$ cat config.mk
export PLATFORM = sky130hd
export DESIGN_NAME = pipe_hazard_ctrl
export DESIGN_NICKNAME = d
export VERILOG_FILES = /design/src/rtl/pipe_hazard_ctrl_pkg.sv /design/src/rtl/pipe_hazard_ctrl_src_match.sv /design/src/rtl/pipe_hazard_ctrl.sv
export SDC_FILE = /design/constraint.sdc
export NUM_CORES = 1
export LEC_CHECK = 0
export CAP_MARGIN = 15
export CORE_UTILIZATION = 46
export CTS_BUF_LIST = sky130_fd_sc_hd__clkbuf_2 sky130_fd_sc_hd__clkbuf_4 sky130_fd_sc_hd__clkbuf_8
export DETAILED_ROUTE_END_ITERATION = 10
export PLACE_DENSITY = 0.92
export SLEW_MARGIN = 0
export SYNTH_ARGS = -nofsm -noshare
export SYNTH_HDL_FRONTEND = slang
export SYNTH_SLANG_ARGS = --single-unit
$ cat constraint.sdc
create_clock -name clk_i -period 5.05 [get_ports clk_i]
set_input_delay 0.505 -clock clk_i [delete_from_list [all_inputs] [get_ports clk_i]]
set_output_delay 0.505 -clock clk_i [all_outputs]
set_load 0.03 [all_outputs]
$ cat src/rtl/pipe_hazard_ctrl_pkg.sv
// Shared types and constants for the pipeline hazard/forwarding controller.
package hazard_pkg;

  // Widest register address the tracker can hold; narrower addresses are zero-extended.
  localparam int MAX_REG_AW = 8;

  localparam logic [MAX_REG_AW-1:0] REG_ZERO    = '0;
  localparam int                    SEL_REGFILE = 0;

  typedef struct packed {
    logic                  valid;
    logic [MAX_REG_AW-1:0] rd;
    logic                  regwrite;
    logic                  is_load;
  } inflight_entry_t;

endpackage

$ cat src/rtl/pipe_hazard_ctrl_src_match.sv
// Priority search of the in-flight writers for one ID source operand.
// Returns a load-use hazard flag and the forward select for the youngest match.
module hazard_src_match
  import hazard_pkg::*;
#(
  parameter int REG_AW     = 5,
  parameter int DEPTH      = 3,
  parameter int LOAD_STAGE = 2,
  parameter int SW         = 2
) (
  input  inflight_entry_t [DEPTH-1:0] i_entries,
  input  logic [REG_AW-1:0]           i_addr,
  input  logic                        i_used,
  output logic                        o_hazard,
  output logic [SW-1:0]               o_sel
);

  logic [MAX_REG_AW-1:0] w_addr;
  logic                  w_found;

  assign w_addr = MAX_REG_AW'(i_addr);

  // Index k holds stage k+1; the last stage commits this cycle and is never matched.
  always_comb begin
    o_hazard = 1'b0;
    o_sel    = SW'(SEL_REGFILE);
    w_found  = 1'b0;
    for (int k = 0; k < DEPTH-1; k++) begin
      if (!w_found && i_used && (w_addr != REG_ZERO) && i_entries[k].valid &&
          i_entries[k].regwrite && (i_entries[k].rd == w_addr)) begin
        w_found = 1'b1;
        if (i_entries[k].is_load && (k + 1 < LOAD_STAGE))
          o_hazard = 1'b1;
        else
          o_sel = SW'(k + 1);
      end
    end
  end

endmodule

$ cat src/rtl/pipe_hazard_ctrl.sv
// Hazard/forwarding controller: tracks DEPTH post-decode writers, raises load-use stalls,
// registers forward selects for EX. Define HAZ_PERF_EN to get a saturating stall counter.
module pipe_hazard_ctrl
  import hazard_pkg::*;
#(
  parameter  int NUM_SRC    = 2,
  parameter  int REG_AW     = 5,
  parameter  int DEPTH      = 3,
  parameter  int LOAD_STAGE = 2,
  localparam int SW         = $clog2(DEPTH)
) (
  input  logic                      clk_i,
  input  logic                      rst_n_i,
  input  logic                      id_valid_i,
  input  logic [NUM_SRC*REG_AW-1:0] id_src_addr_i,
  input  logic [NUM_SRC-1:0]        id_src_used_i,
  input  logic [REG_AW-1:0]         id_rd_i,
  input  logic                      id_regwrite_i,
  input  logic                      id_is_load_i,
  input  logic                      flush_i,
  input  logic                      ext_stall_i,
  output logic [NUM_SRC*SW-1:0]     fwd_sel_o,
  output logic                      stall_o,
  output logic                      pc_write_o,
  output logic                      ifid_write_o,
  output logic                      bubble_o,
  output logic [31:0]               stall_cnt_o
);

  inflight_entry_t [DEPTH-1:0] r_entries;
  logic [NUM_SRC*SW-1:0]       r_fwd_sel;
  logic [NUM_SRC-1:0]          w_haz;
  logic [NUM_SRC*SW-1:0]       w_sel;
  logic                        w_stall;
  logic                        w_issue;
  inflight_entry_t             w_new;

  for (genvar j = 0; j < NUM_SRC; j++) begin : g_src
    hazard_src_match #(
      .REG_AW    (REG_AW),
      .DEPTH     (DEPTH),
      .LOAD_STAGE(LOAD_STAGE),
      .SW        (SW)
    ) u_match (
      .i_entries(r_entries),
      .i_addr   (id_src_addr_i[j*REG_AW +: REG_AW]),
      .i_used   (id_src_used_i[j]),
      .o_hazard (w_haz[j]),
      .o_sel    (w_sel[j*SW +: SW])
    );
  end

  // Flush overrides a hazard: the killed instruction must not hold the front end.
  assign w_stall      = id_valid_i & (|w_haz) & ~flush_i;
  assign w_issue      = id_valid_i & ~w_stall & ~flush_i;
  assign stall_o      = w_stall;
  assign bubble_o     = ~w_issue;
  assign pc_write_o   = ~w_stall & ~ext_stall_i;
  assign ifid_write_o = ~w_stall & ~ext_stall_i;
  assign fwd_sel_o    = r_fwd_sel;

  always_comb begin
    w_new          = '0;
    w_new.valid    = 1'b1;
    w_new.rd       = MAX_REG_AW'(id_rd_i);
    w_new.regwrite = id_regwrite_i;
    w_new.is_load  = id_is_load_i;
  end

  // External freeze holds the whole tracker; otherwise shift, inserting a bubble when not issuing.
  always_ff @(posedge clk_i or negedge rst_n_i) begin
    if (!rst_n_i) begin
      r_entries <= '0;
      r_fwd_sel <= '0;
    end else if (!ext_stall_i) begin
      r_entries <= {r_entries[DEPTH-2:0], (w_issue ? w_new : inflight_entry_t'('0))};
      r_fwd_sel <= w_issue ? w_sel : '0;
    end
  end

`ifdef HAZ_PERF_EN
  logic [31:0] r_stall_cnt;

  always_ff @(posedge clk_i or negedge rst_n_i) begin
    if (!rst_n_i)
      r_stall_cnt <= '0;
    else if (w_stall && !ext_stall_i && (r_stall_cnt != 32'hFFFF_FFFF))
      r_stall_cnt <= r_stall_cnt + 32'd1;
  end

  assign stall_cnt_o = r_stall_cnt;
`else
  assign stall_cnt_o = '0;
`endif

endmodule

==> flow_summary.toml <==
[cts]
postCtsHoldBufs = 0
clock_path_buffers = 2
postCtsSetupBuffers = 0
h-tree-depth = 1
cts_resized = 0
cts_sinks = 19
cts_made_buffers = 3
cts.clk_slew.worst_paths_ps = 110
cts_tree = "built"
clock_latency_ps = 300
cts-root-buf = "clkbuf_4"

[die]
die_height_um = 57.2
core-area_um2 = 2830
rows = 19
design.die.area_um2 = 3270
num_io_pins = 64
die_w_um = 57.2
start_util_pct = 49.6

[sta]
finalHoldViolations = 0
skew_ps = 9.01
setup_viol = 0
rsz0062_at_grt = "false"
worstMarginPinSlew_ps = 840
max_freq_mhz = 281
drv_slew = 0
slew_headroom_pct = 43.8
fin_ws_ps = 1490
finalCritPeriodShare_pct = 70.5
fin_setup_tns_ps = 0
min_period_ps = 3560

[global_routing]
grt_pass1_wl_um = 4150
track_usage_pct = 16.5
grt-ovfl-total = 0
grt_max_degree = 32
grt_antenna_before_repair = 0
grt_pass1_vias = 924

[detailed_routing]
drt_iter0_drc = 24
routed_wl_um = 2390
vias_per_cell = 4.81
post-route-drc-count = 4
ant_nets = 0
dr.pass1.iters = 8
wl_per_cell_um = 11.6
num_vias = 987

[pwr]
ir_drop_mv = 0.133
power_density_nw_per_um2 = 215
p_leak_uw = 0.000726

[logic_synthesis]
syn_area_um2 = 1400
netlist_instances = 144
synth_cell_types = 31
avgSynthCellArea_um2 = 9.74
ys_seq_elements = 19
synth_seq_area_share_pct = 33.9
yosys_warnings = 0

[placed_design]
hpwl_um = 1890
dp_slack_ps = 1500
place_area_um2 = 1610
io_buffers = 31
gp_congestion = 0.862

[outcome]
status = "finished, violations left"
violations = "design-rule violations"

[setup_path]
cp-start-kind = "input port"
path_class = "in2out"
end_kind = "output pin"
critPathMaxFanout = 8
crit_arrival_ps = 3060
required_ps = 4550

[layout]
syn_to_final_growth_pct = 16.4
fin_util_pct = 57.7
fin_area_um2 = 1630
diodes = 0
drive_gt1_share_pct = 13.8
final_cell_mix = "conb_1, clkdlybuf4s50_1, dfrtp_1, nand2_1, xnor2_1"
nNetsFinal = 199
final_common_cell = "conb_1"

[worst_hold_path]
hold_class = "reg2reg"

[flow_run]
drv_cap = 0
[path summary, 6_finish.rpt]
path | to | from | slack, ps | cells after the start
max in group asynchronous | r_entries[12] | rst_n_i | 3860 | 1
worst max-delay path | bubble_o | id_src_addr_i[6] | 1490 | 6
worst max register to register | r_entries[10] | r_entries[3] | 3050 | 5
worst min-delay path | fwd_sel_o[2] | fwd_sel_o[2] | 490 | 2
worst min register to register | fwd_sel_o[2] | fwd_sel_o[2] | 490 | 2
min in group asynchronous | r_entries[14] | rst_n_i | 660 | 1
[synthesized netlist by cell type, drive strengths merged]
library cell,instances,area [um2]
o21ba,1,10.0
xnor2,12,105
o41ai,2,17.5
a32o,1,10.0
or4,3,26.3
or3,2,12.5
o31ai,6,83.8
nor3,2,10.0
nand2b,1,6.26
conb,1,3.75
nand3,4,20.0
clkbuf,3,11.3
dfrtp,19,475
nor4,5,37.5
nor2,2,7.51
buf,34,259
or4b,2,20.0
nor4b,1,8.76
a21o,1,7.51
mux2,7,78.8
a21boi,1,7.51
inv,7,26.3
nand2,15,56.3
o21ai,4,31.3
xor2,8,70.1
[worst max-delay path, cell delays in order]
cell	delay, ps
clkdlybuf4s50_1	460
or4_1	560
o21ai_1	240
nor4b_1	110
or3_1	510
clkdlybuf4s50_1	670
[final cells by class]
cell class | count | area, um2
flip-flops and latches | 19 | 475
clock buffers | 3 | 22.5
well taps | 31 | 38.8
repair buffers | 32 | 318
inverters | 7 | 26.3
fillers | 255 | 1200
multi-input cells | 112 | 747
clock inverters | 1 | 5.00
[cells by family (layout without fill, tap and decap cells)]
group | after synthesis | in the layout | share of synthesized area, %
AO/OA/AOI/OAI | 16 | 16 | 12.0
AND/OR/NAND/NOR | 37 | 37 | 14.6
flip-flops | 19 | 19 | 33.9
multiplexers | 7 | 7 | 5.62
XOR/XNOR | 20 | 20 | 12.5
other | 1 | 32 | 0.267
buffers and inverters | 44 | 43 | 21.1
[per-stage QoR]
stage | cells | total power, uW | hold slack [ps]
5_1_grt | 205 | 371 | 509
6_report | 205 | 351 | 488
3_3_place_gp | 201 | 274 | 462
4_1_cts | 205 | 354 | 494
3_5_place_dp | 201 | 275 | 470
2_1_floorplan | 175 | 261 | 209
[registers in the layout (all words and copies together), names as in the netlist]
signal,flops
fwd_sel_o,4
r_entries,15
[report_power, final]
part	internal (uW)	switching [uW]
combinational	39.1	63.7
sequential	160	9.20
clock	29.6	49.6
[routing by layer]
metal | track usage (%) | routed length, um | share of wire [%]
met1 | 21.0 | 1050 | 44
met2 | 27.9 | 1190 | 50
met3 | 1.59 | 122 | 5.1
met4 | 8.36 | 27 | 1.1
met5 | 0 | 0 | 0
Power figures use the tool's default switching activity.
